--- config.mk ---
export PLATFORM = sky130hd
export DESIGN_NAME = mem_wb_stage_flat
export DESIGN_NICKNAME = d
export VERILOG_FILES = /design/src/rtl/mem_wb_stage_if.sv /design/src/rtl/mem_wb_stage.sv /design/src/flat_wrapper.sv
export SDC_FILE = /design/constraint.sdc
export NUM_CORES = 1
export LEC_CHECK = 0
export BUFFER_PORTS_ARGS = -buffer_cell sky130_fd_sc_hd__buf_2
export CAP_MARGIN = 5
export CORE_AREA = 10 10 181 183
export CTS_BUF_LIST = sky130_fd_sc_hd__clkbuf_4 sky130_fd_sc_hd__clkbuf_8 sky130_fd_sc_hd__clkbuf_16
export CTS_CLUSTER_DIAMETER = 50
export DETAILED_ROUTE_END_ITERATION = 16
export DIE_AREA = 0 0 191 193
export GPL_ROUTABILITY_DRIVEN = 1
export HOLD_SLACK_MARGIN = 0.06
export PLACE_DENSITY_LB_ADDON = 0.08
export SLEW_MARGIN = 20
export SYNTH_ARGS = -nofsm -noshare
export SYNTH_HDL_FRONTEND = slang
export SYNTH_SLANG_ARGS = --single-unit
--- constraint.sdc ---
create_clock -name clk -period 2.3 [get_ports clk]
set_clock_uncertainty 0.1 [all_clocks]
set_input_delay 0.23 -clock clk [delete_from_list [all_inputs] [get_ports clk]]
set_output_delay 0.23 -clock clk [all_outputs]
set_load 0.01 [all_outputs]
--- src/rtl/mem_wb_stage_if.sv ---
// Data-memory request/ready bus between the M stage and the data memory.
interface mem_wb_stage_if;
  logic        dmem_req;
  logic        dmem_we;
  logic [63:0] dmem_addr;
  logic [63:0] dmem_wdata;
  logic [63:0] dmem_rdata;
  logic        dmem_ready;

  modport master (output dmem_req, dmem_we, dmem_addr, dmem_wdata,
                  input  dmem_rdata, dmem_ready);
  modport slave  (input  dmem_req, dmem_we, dmem_addr, dmem_wdata,
                  output dmem_rdata, dmem_ready);
endinterface

--- src/rtl/mem_wb_stage.sv ---
// Y86-64 M stage: data-memory access via req/ready handshake, loads the W register.
// Optional access timeout enabled by defining DMEM_TIMEOUT_EN.
module mem_wb_stage #(
  parameter int ADDR_LIMIT     = 8192,
  parameter int TIMEOUT_CYCLES = 255
) (
  input  logic                  clk,
  input  logic                  rst_n,
  input  logic [2:0]            M_stat,
  input  logic [3:0]            M_Ins_Code,
  input  logic [3:0]            M_Ins_fun,
  input  logic [63:0]           M_Value_E,
  input  logic [63:0]           M_value_A,
  input  logic [3:0]            M_dstE,
  input  logic [3:0]            M_dstM,
  input  logic                  W_stall,
  mem_wb_stage_if.master        dmem,
  output logic                  m_busy,
  output logic [2:0]            m_stat,
  output logic [2:0]            W_stat,
  output logic [3:0]            W_Ins_Code,
  output logic [63:0]           W_valE,
  output logic [63:0]           W_valM,
  output logic [3:0]            W_dstE,
  output logic [3:0]            W_dstM
);
  localparam logic [63:0] ADDR_MAX = 64'(ADDR_LIMIT - 8);

  typedef enum logic [1:0] {IDLE, WAIT, DONE} state_t;

  typedef struct packed {
    logic [2:0]  stat;
    logic [3:0]  icode;
    logic [63:0] valE;
    logic [63:0] valM;
    logic [3:0]  dstE;
    logic [3:0]  dstM;
  } wreg_t;

  localparam wreg_t BUBBLE = '{stat: 3'd0, icode: 4'h1, valE: 64'd0,
                               valM: 64'd0, dstE: 4'hF, dstM: 4'hF};

  state_t      state, state_nx;
  wreg_t       w_q, w_nx;
  logic        req_q, we_q;
  logic [63:0] addr_q, wdata_q, valM_q;
  logic        is_rd, is_wr, need, addr_err, go, busy;
  logic [63:0] acc_addr;
  logic        expire, to_flag;

  // ifun does not affect memory access or the W register
  logic unused_ifun;
  assign unused_ifun = ^M_Ins_fun;

  always_comb begin
    is_rd    = (M_Ins_Code == 4'h5) || (M_Ins_Code == 4'h9) || (M_Ins_Code == 4'hB);
    is_wr    = (M_Ins_Code == 4'h4) || (M_Ins_Code == 4'h8) || (M_Ins_Code == 4'hA);
    need     = is_rd || is_wr;
    acc_addr = ((M_Ins_Code == 4'h9) || (M_Ins_Code == 4'hB)) ? M_value_A : M_Value_E;
    addr_err = need && (acc_addr > ADDR_MAX);
    go       = need && (M_stat == 3'd0) && !addr_err;
  end

  assign m_stat = addr_err ? 3'd2 : M_stat;

`ifdef DMEM_TIMEOUT_EN
  logic [7:0] to_cnt;

  // ready on the expiry cycle takes priority and completes normally
  assign expire = (state == WAIT) && !dmem.dmem_ready &&
                  (to_cnt == 8'(TIMEOUT_CYCLES - 1));

  always_ff @(posedge clk or negedge rst_n) begin
    if (!rst_n) begin
      to_cnt  <= 8'd0;
      to_flag <= 1'b0;
    end else if (state == IDLE && go) begin
      to_cnt  <= 8'd0;
      to_flag <= 1'b0;
    end else if (state == WAIT) begin
      to_cnt  <= to_cnt + 8'd1;
      if (expire) to_flag <= 1'b1;
    end
  end
`else
  logic unused_to;
  assign unused_to = ^32'(TIMEOUT_CYCLES);
  assign expire    = 1'b0;
  assign to_flag   = 1'b0;
`endif

  always_comb begin
    state_nx = state;
    busy     = 1'b0;
    case (state)
      IDLE: if (go) begin
        busy     = 1'b1;
        state_nx = WAIT;
      end
      WAIT: begin
        busy = 1'b1;
        if (dmem.dmem_ready || expire) state_nx = DONE;
      end
      DONE: if (!W_stall) state_nx = IDLE;
      default: state_nx = IDLE;
    endcase
  end

  assign m_busy = rst_n & busy;

  always_ff @(posedge clk or negedge rst_n) begin
    if (!rst_n) state <= IDLE;
    else        state <= state_nx;
  end

  always_ff @(posedge clk or negedge rst_n) begin
    if (!rst_n) begin
      req_q   <= 1'b0;
      we_q    <= 1'b0;
      addr_q  <= 64'd0;
      wdata_q <= 64'd0;
      valM_q  <= 64'd0;
    end else if (state == IDLE && go) begin
      req_q   <= 1'b1;
      we_q    <= is_wr;
      addr_q  <= acc_addr;
      wdata_q <= M_value_A;
      valM_q  <= 64'd0;
    end else if (state == WAIT && dmem.dmem_ready) begin
      req_q <= 1'b0;
      if (!we_q) valM_q <= dmem.dmem_rdata;
    end else if (expire) begin
      req_q  <= 1'b0;
      valM_q <= 64'd0;
    end
  end

  assign dmem.dmem_req   = req_q;
  assign dmem.dmem_we    = we_q;
  assign dmem.dmem_addr  = addr_q;
  assign dmem.dmem_wdata = wdata_q;

  always_comb begin
    w_nx = w_q;
    if (!W_stall) begin
      if (m_busy) begin
        w_nx = BUBBLE;
      end else begin
        w_nx.stat  = to_flag ? 3'd2 : m_stat;
        w_nx.icode = M_Ins_Code;
        w_nx.valE  = M_Value_E;
        w_nx.valM  = (state == DONE && is_rd && !to_flag) ? valM_q : 64'd0;
        w_nx.dstE  = M_dstE;
        w_nx.dstM  = M_dstM;
      end
    end
  end

  always_ff @(posedge clk or negedge rst_n) begin
    if (!rst_n) w_q <= BUBBLE;
    else        w_q <= w_nx;
  end

  assign W_stat     = w_q.stat;
  assign W_Ins_Code = w_q.icode;
  assign W_valE     = w_q.valE;
  assign W_valM     = w_q.valM;
  assign W_dstE     = w_q.dstE;
  assign W_dstM     = w_q.dstM;
endmodule

--- src/flat_wrapper.sv ---
// flat-port wrapper written by rule: the top's interface ports become plain ports
module mem_wb_stage_flat 
#(
  parameter int ADDR_LIMIT     = 8192,
  parameter int TIMEOUT_CYCLES = 255
)
  (clk, rst_n, M_stat, M_Ins_Code, M_Ins_fun, M_Value_E, M_value_A, M_dstE, M_dstM, W_stall, m_busy, m_stat, W_stat, W_Ins_Code, W_valE, W_valM, W_dstE, W_dstM, dmem_dmem_req, dmem_dmem_we, dmem_dmem_addr, dmem_dmem_wdata, dmem_dmem_rdata, dmem_dmem_ready);
  mem_wb_stage_if dmem_i ();
  input  logic clk;
  input  logic rst_n;
  input  logic [2:0] M_stat;
  input  logic [3:0] M_Ins_Code;
  input  logic [3:0] M_Ins_fun;
  input  logic [63:0] M_Value_E;
  input  logic [63:0] M_value_A;
  input  logic [3:0] M_dstE;
  input  logic [3:0] M_dstM;
  input  logic W_stall;
  output logic m_busy;
  output logic [2:0] m_stat;
  output logic [2:0] W_stat;
  output logic [3:0] W_Ins_Code;
  output logic [63:0] W_valE;
  output logic [63:0] W_valM;
  output logic [3:0] W_dstE;
  output logic [3:0] W_dstM;
  output wire logic [$bits(dmem_i.dmem_req)-1:0] dmem_dmem_req;
  output wire logic [$bits(dmem_i.dmem_we)-1:0] dmem_dmem_we;
  output wire logic [$bits(dmem_i.dmem_addr)-1:0] dmem_dmem_addr;
  output wire logic [$bits(dmem_i.dmem_wdata)-1:0] dmem_dmem_wdata;
  input wire logic [$bits(dmem_i.dmem_rdata)-1:0] dmem_dmem_rdata;
  input wire logic [$bits(dmem_i.dmem_ready)-1:0] dmem_dmem_ready;
  assign dmem_dmem_req = dmem_i.dmem_req;
  assign dmem_dmem_we = dmem_i.dmem_we;
  assign dmem_dmem_addr = dmem_i.dmem_addr;
  assign dmem_dmem_wdata = dmem_i.dmem_wdata;
  assign dmem_i.dmem_rdata = dmem_dmem_rdata;
  assign dmem_i.dmem_ready = dmem_dmem_ready;
  mem_wb_stage #(.ADDR_LIMIT(ADDR_LIMIT), .TIMEOUT_CYCLES(TIMEOUT_CYCLES)) u_core (.clk(clk), .rst_n(rst_n), .M_stat(M_stat), .M_Ins_Code(M_Ins_Code), .M_Ins_fun(M_Ins_fun), .M_Value_E(M_Value_E), .M_value_A(M_value_A), .M_dstE(M_dstE), .M_dstM(M_dstM), .W_stall(W_stall), .dmem(dmem_i), .m_busy(m_busy), .m_stat(m_stat), .W_stat(W_stat), .W_Ins_Code(W_Ins_Code), .W_valE(W_valE), .W_valM(W_valM), .W_dstE(W_dstE), .W_dstM(W_dstM));
endmodule
# --- Word-level counts from Yosys, hierarchy flattened ---
# Index checks and enable logic that the tools add are counted.
op_classes:
  addsub: 0
  reduce_logical: 18
  multipliers: 0
  div_mod_pow: 0
  magnitude_cmp: 1
  bitwise_logic: 1
  n_mux: 15
  shifts: 0
  n_eq_ne: 12
ops:
  columns: ["cell", "count"]
  rows:
  - ["64-bit 2-to-1 mux", 5]
  - ["143-bit 2-to-1 mux", 1]
  - ["64-bit by 13-bit greater-than comparator with 1-bit output, second input constant", 1]
  - ["4-bit == test, second input constant", 4]
  - ["4-bit by 3-bit == test with 1-bit output, second input constant", 2]
  - ["1-bit logical AND", 6]
  - ["1-bit logical OR", 6]
  - ["2-bit 2-to-1 mux", 3]
  - ["2-bit inequality test, second input constant", 3]
  - ["2-bit one-hot mux with 3 select lines", 1]
  - ["3-bit logical NOT", 1]
  - ["1-bit 2-to-1 mux", 3]
  - ["3-bit 2-to-1 mux", 1]
  - ["3-bit AND reduction", 1]
  - ["2-bit by 1-bit == test with 1-bit output, second input constant", 1]
  - ["2-bit == test, second input constant", 1]
  - ["2-bit logical NOT", 1]
  - ["2-bit by 1-bit inequality test with 1-bit output, second input constant", 1]
  - ["1-bit one-hot mux with 2 select lines", 1]
  - ["2-bit AND reduction", 1]
  - ["2-bit nonzero test", 1]
  - ["1-bit AND", 1]
  - ["1-bit logical NOT", 1]
totals:
  in_bits: 215
  register_bits: 339
  rom_bits: 0
  mem_bits_rw: 0
  n_memories: 0
  wordCells: 59
  latch_bits: 0

# --- Longest topological paths before layout ---
depth:
  word_depth: 11
  mapped_depth: 10

# --- Least setup slack after synthesis ---
# Ideal clock, no wire load.
synth_path:
  path_type: "input port to flip-flop"
  start: "in M_Ins_Code[2]"
  end: "reg u_core.wdata_q[36], in the netlist u_core.dmem.dmem_wdata[36]"
  path_buffers: 3
  setup_ns: 0.127
  required_ns: 2.073
  setup_slack_ns: 0.111
  arrival_time_ns: 1.962
  cell_stages: 9
  cell_sequence: "and3b_1 > buf_2 > nand4_1 > a22oi_1 > o211ai_1 > a211oi_2 > buf_4 > buf_6 > mux2_1"
synth_between:
  elab_chain_len: 8
synth_rtl:
  columns: ["item", "line", "source"]
  rows:
  - ["from (decl)", "flat_wrapper.sv:12", "input logic [3:0] M_Ins_Code;"]
  - ["4-bit == test, or another cell as far along", "mem_wb_stage.sv:56, mem_wb_stage.sv:59", null]
  - ["1-bit logical OR, on equally long branches", "mem_wb_stage.sv:59, mem_wb_stage.sv:56, mem_wb_stage.sv:57", null]
  - ["64-bit 2-to-1 mux, or another cell as far along", "mem_wb_stage.sv:59", "acc_addr = ((M_Ins_Code == 4'h9) || (M_Ins_Code == 4'hB)) ? M_value_A : M_Value_E;"]
  - ["64-bit by 13-bit greater-than comparator with 1-bit output or 1-bit logical OR (tied branches)", "mem_wb_stage.sv:60, mem_wb_stage.sv:58", null]
  - ["1-bit logical AND", "mem_wb_stage.sv:60", "addr_err = need && (acc_addr > ADDR_MAX);"]
  - ["1-bit logical NOT", "mem_wb_stage.sv:61", "go = need && (M_stat == 3'd0) && !addr_err;"]
  - ["1-bit logical AND (*)", "mem_wb_stage.sv:61", null]
  - ["1-bit logical AND (*)", "mem_wb_stage.sv:123", "end else if (state == IDLE && go) begin"]
  - ["to (signal assigned)", "mem_wb_stage.sv:127", "wdata_q <= M_value_A;"]
  - ["to (decl)", "mem_wb_stage.sv:46", "logic [63:0] addr_q, wdata_q, valM_q;"]
# Mark *: on every way between the ends. The rest lies on a longest branch, timed or not.
# A chain may end at the register's enable or synchronous reset.

# --- Worst setup path after layout ---
layout_path:
  start: "in M_value_A[35]"
  end: "reg u_core.wdata_q[40], in the netlist u_core.dmem.dmem_wdata[40]"
layout_between:
  elab_chain_len: 6
layout_rtl:
  columns: ["item", "line", "source"]
  rows:
  - ["from (decl)", "flat_wrapper.sv:15", "input logic [63:0] M_value_A;"]
  - ["64-bit 2-to-1 mux", "mem_wb_stage.sv:59", null]
  - ["64-bit by 13-bit greater-than comparator with 1-bit output", "mem_wb_stage.sv:60", null]
  - ["1-bit logical AND", "mem_wb_stage.sv:60", null]
  - ["1-bit logical NOT", "mem_wb_stage.sv:61", null]
  - ["1-bit logical AND", "mem_wb_stage.sv:61", null]
  - ["1-bit logical AND", "mem_wb_stage.sv:123", null]
# Every way passes these cells.

==> impl_metrics.toml <==
[worst_setup_path]
cp-end-kind = "flip-flop"
arrival_ns = 2.78
r2r_slack_ns = 0.09
crit_family = "buffers and inverters"
critPathSlowestCell = "mux2_4"
crit_chain = "buf_2 > nor4_4 > buf_4 > nand4_1 > a22oi_2 > o211ai_1 > buf_4 > a211oi_4 > buf_6 > buf_12 > buf_12 > clkbuf_16 > mux2_4"
crit_path_max_fanout = 5
crit_buf_inv = 7
r2r-end = "u_core.dmem.dmem_wdata[40]"
worst-setup-path-type = "in2reg"
critPathMaxStageDelay_ns = 0.30
cp-start-kind = "input port"
reg2reg_from = "u_core.state[1]"
worstRegToRegCells = 9
crit_required_ns = 2.59

[timing]
slew_headroom = 0.350
setup_violations = 116
fin_ws_ns = -0.183
hold_viol_final = 0
slew_violations = 0
fmax_mhz = 403
tightestPinTransition_ns = 0.974
min_period_over_period = 1.08
layout_min_cycle_time_ns = 2.48
rsz0062_at_grt = "true"

[clocking]
worstSkewPairLatency_ns = 0.51
cts_tree = "done"
h-tree-depth = 2
cts.sinks = 339
cts_buffers = 39
clock_path_buffers = 3
cts_root_buf = "clkbuf_16"
clkTransAtPathRegs_ns = 0.06

[synth]
synth-seq-area-share = 0.644
yosys.cell_count.top_type = "dfrtp_1"
synth_top_area_cell = "dfrtp_1"
synth_area_sq_um = 13200
postSynthCellCount = 1144
async_flop_share = 1.00
synth_common_cells = "dfrtp_1, nand2_1, nand2b_1"
synth_area_per_cell_sq_um = 11.5
synth_cell_type_count = 35
yosysWarnings = 0
yosys-top-cells-area = "dfrtp_1, nand2_1, mux2_2"
synth_nets = 1359
synth_ff_type = "dfrtp_1"
ys_seq_elements = 339
synth_edf_count = 0
synth.top_cell.area_share = 0.626

[min_path]
holdPathEnd = "u_core.W_Ins_Code[2]"
holdPathStages = 4
min-delay-start = "M_Ins_Code[2]"
hp-class = "in2reg"

[power_and_ir_drop]
irDropWorstVdd_mv = 0.655
power_frac_clock = 0.377
pwr-share-comb = 0.184
power_frac_seq = 0.439
p_total_mw = 16.5
power.density_nw_per_um2 = 773
p_switching_mw = 4.36
leakage_nw = 10.8
p_int_mw = 12.2
swShare = 0.264

[flow_run]
max_cap_violations = 0

[layout]
final_util = 0.730
nNetsFinal = 2163
nFillCells = 2048
drive_above_1_share = 0.418
area_growth_pct = 61.8

[routing]
ant_nets = 0
vias_per_cell = 5.06
routed_wl_mm = 52.1
wl_per_cell_um = 21.9
drtPass1Iterations = 7
drtIter0Drc = 857
drc = 0
dr_total_vias = 12000

[status]
status = "finished with violations"
violations = "setup timing"

[floorplan]
coreArea_sq_um = 29200
die_h_um = 193
initial_core_util = 0.451
rows = 63
dieWidth_um = 191
dieArea_sq_um = 36900
pin_count = 492

[global_route]
grt_use_total = 0.264
grt_start_max_net_pins = 224
antenna_found_initial = 3
grt_pass1_wl_mm = 75.8
grt.overflow.total = 0
grt_pass1_vias = 12500

[placed_design]
place_congestion = 0.881
numPortBuffers = 487
post-place-ws_ns = -0.750
dp_hpwl_mm = 33.6
## cells in the final DEF (no fill, tap or decap), types with 9 or more instances in the layout
cell type      count
clkbuf_4          10
nor2b_1           35
buf_12            21
dfrtp_1          330
nand2_1          242
o21ai_0           67
nor4_1            20
o31a_1             9
buf_2            474
nand4_1           12
clkbuf_16         50
mux2_2            28
buf_6             21
dlygate4sd3_1    210
a21oi_1           61
dfstp_2            9
a22o_1            65
buf_4             98
mux2_4            50
nor2b_4           15
nand2b_1          76
## power by group through the flow
stage	Sequential [mW]	Combinational (mW)	Clock, mW
after floorplan	7.50	0.826	0
after global placement	7.26	2.45	0
after detailed placement	7.29	2.49	0
after CTS	7.21	2.98	6.33
after global routing	7.33	3.28	6.61
final	7.24	3.04	6.23
## layer usage
layer	vias to the layer above	part of all wire	global-route usage
li1	5513	-	-
met1	5897	0.38	0.321
met2	502	0.49	0.433
met3	102	0.088	0.0799
met4	0	0.041	0.108
met5	-	0	0
## area by class of cell
| cell class | count | area, sq um | area share |
|---|---|---|---|
| antenna | 6 | 15.0 | 0.000703 |
| clock buffer | 57 | 1180 | 0.0554 |
| clock inverter | 12 | 123 | 0.00574 |
| inverter | 4 | 15.0 | 0.000703 |
| multi-input combinational | 724 | 4780 | 0.224 |
| sequential | 339 | 8490 | 0.398 |
| tap | 390 | 488 | 0.0229 |
| timing repair buffer | 840 | 6250 | 0.293 |
## tightest hold or removal path: cells and delay by family
family / cells / cell delay (ns)
buffers and inverters: 2 / 0.29
AOI/OAI and AO/OA: 1 / 0.07
and+or+nand+nor: 1 / 0.06
## cell families after synthesis
family / share of synthesized area
buf+inv: 0.0275
simple gates: 0.156
compound gates: 0.105
mux: 0.0682
flops: 0.644
## registers in the layout (all words and copies together) (netlist names)
signal	cells
u_core.W_Ins_Code	4
u_core.W_dstE	4
u_core.W_dstM	4
u_core.W_stat	3
u_core.W_valE	64
u_core.W_valM	64
u_core.dmem.dmem_addr	64
u_core.dmem.dmem_req	1
u_core.dmem.dmem_wdata	64
u_core.dmem.dmem_we	1
u_core.state	2
u_core.valM_q	64
## metrics by stage
stage | hold WS, ns | instances | setup TNS [ns] | instance area, sq um
CTS | -0.163 | 2348 | -7.30 | 20800
detailed placement | -0.0401 | 2058 | -163.50 | 16900
finish | 0.0863 | 2372 | -11.08 | 21400
floorplan | -0.166 | 1144 | 0 | 13200
global route | 0.0926 | 2369 | -33.45 | 21300
global placement | -0.0401 | 2058 | -177.32 | 16900
## repair_timing
action                                  CTS  global route
gates cloned                              3            11
buffers inserted                         10             9
gates resized for setup                  76            61
pin swaps                                12             7
endpoints found under the hold margin   548             1
endpoints found under the setup margin  183           264
hold buffers                            209             1
## worst max path at each step
| stage | from | end | slack (ns) | cells past startpoint |
|---|---|---|---|---|
| final | M_value_A[35] | u_core.dmem.dmem_wdata[40] | -0.18 | 13 |
| after global routing | M_value_A[35] | u_core.dmem.dmem_wdata[40] | -0.30 | 13 |
| after CTS | M_value_A[22] | m_stat[0] | -0.15 | 10 |
| after detailed placement | M_Ins_Code[0] | u_core.dmem.dmem_wdata[5] | -0.75 | 9 |
| after global placement | M_value_A[38] | u_core.dmem.dmem_wdata[10] | -0.80 | 10 |
| after floorplan | M_Ins_Code[2] | u_core.dmem.dmem_wdata[36] | 0.11 | 9 |
No activity file was read; power rests on OpenSTA's default activity.
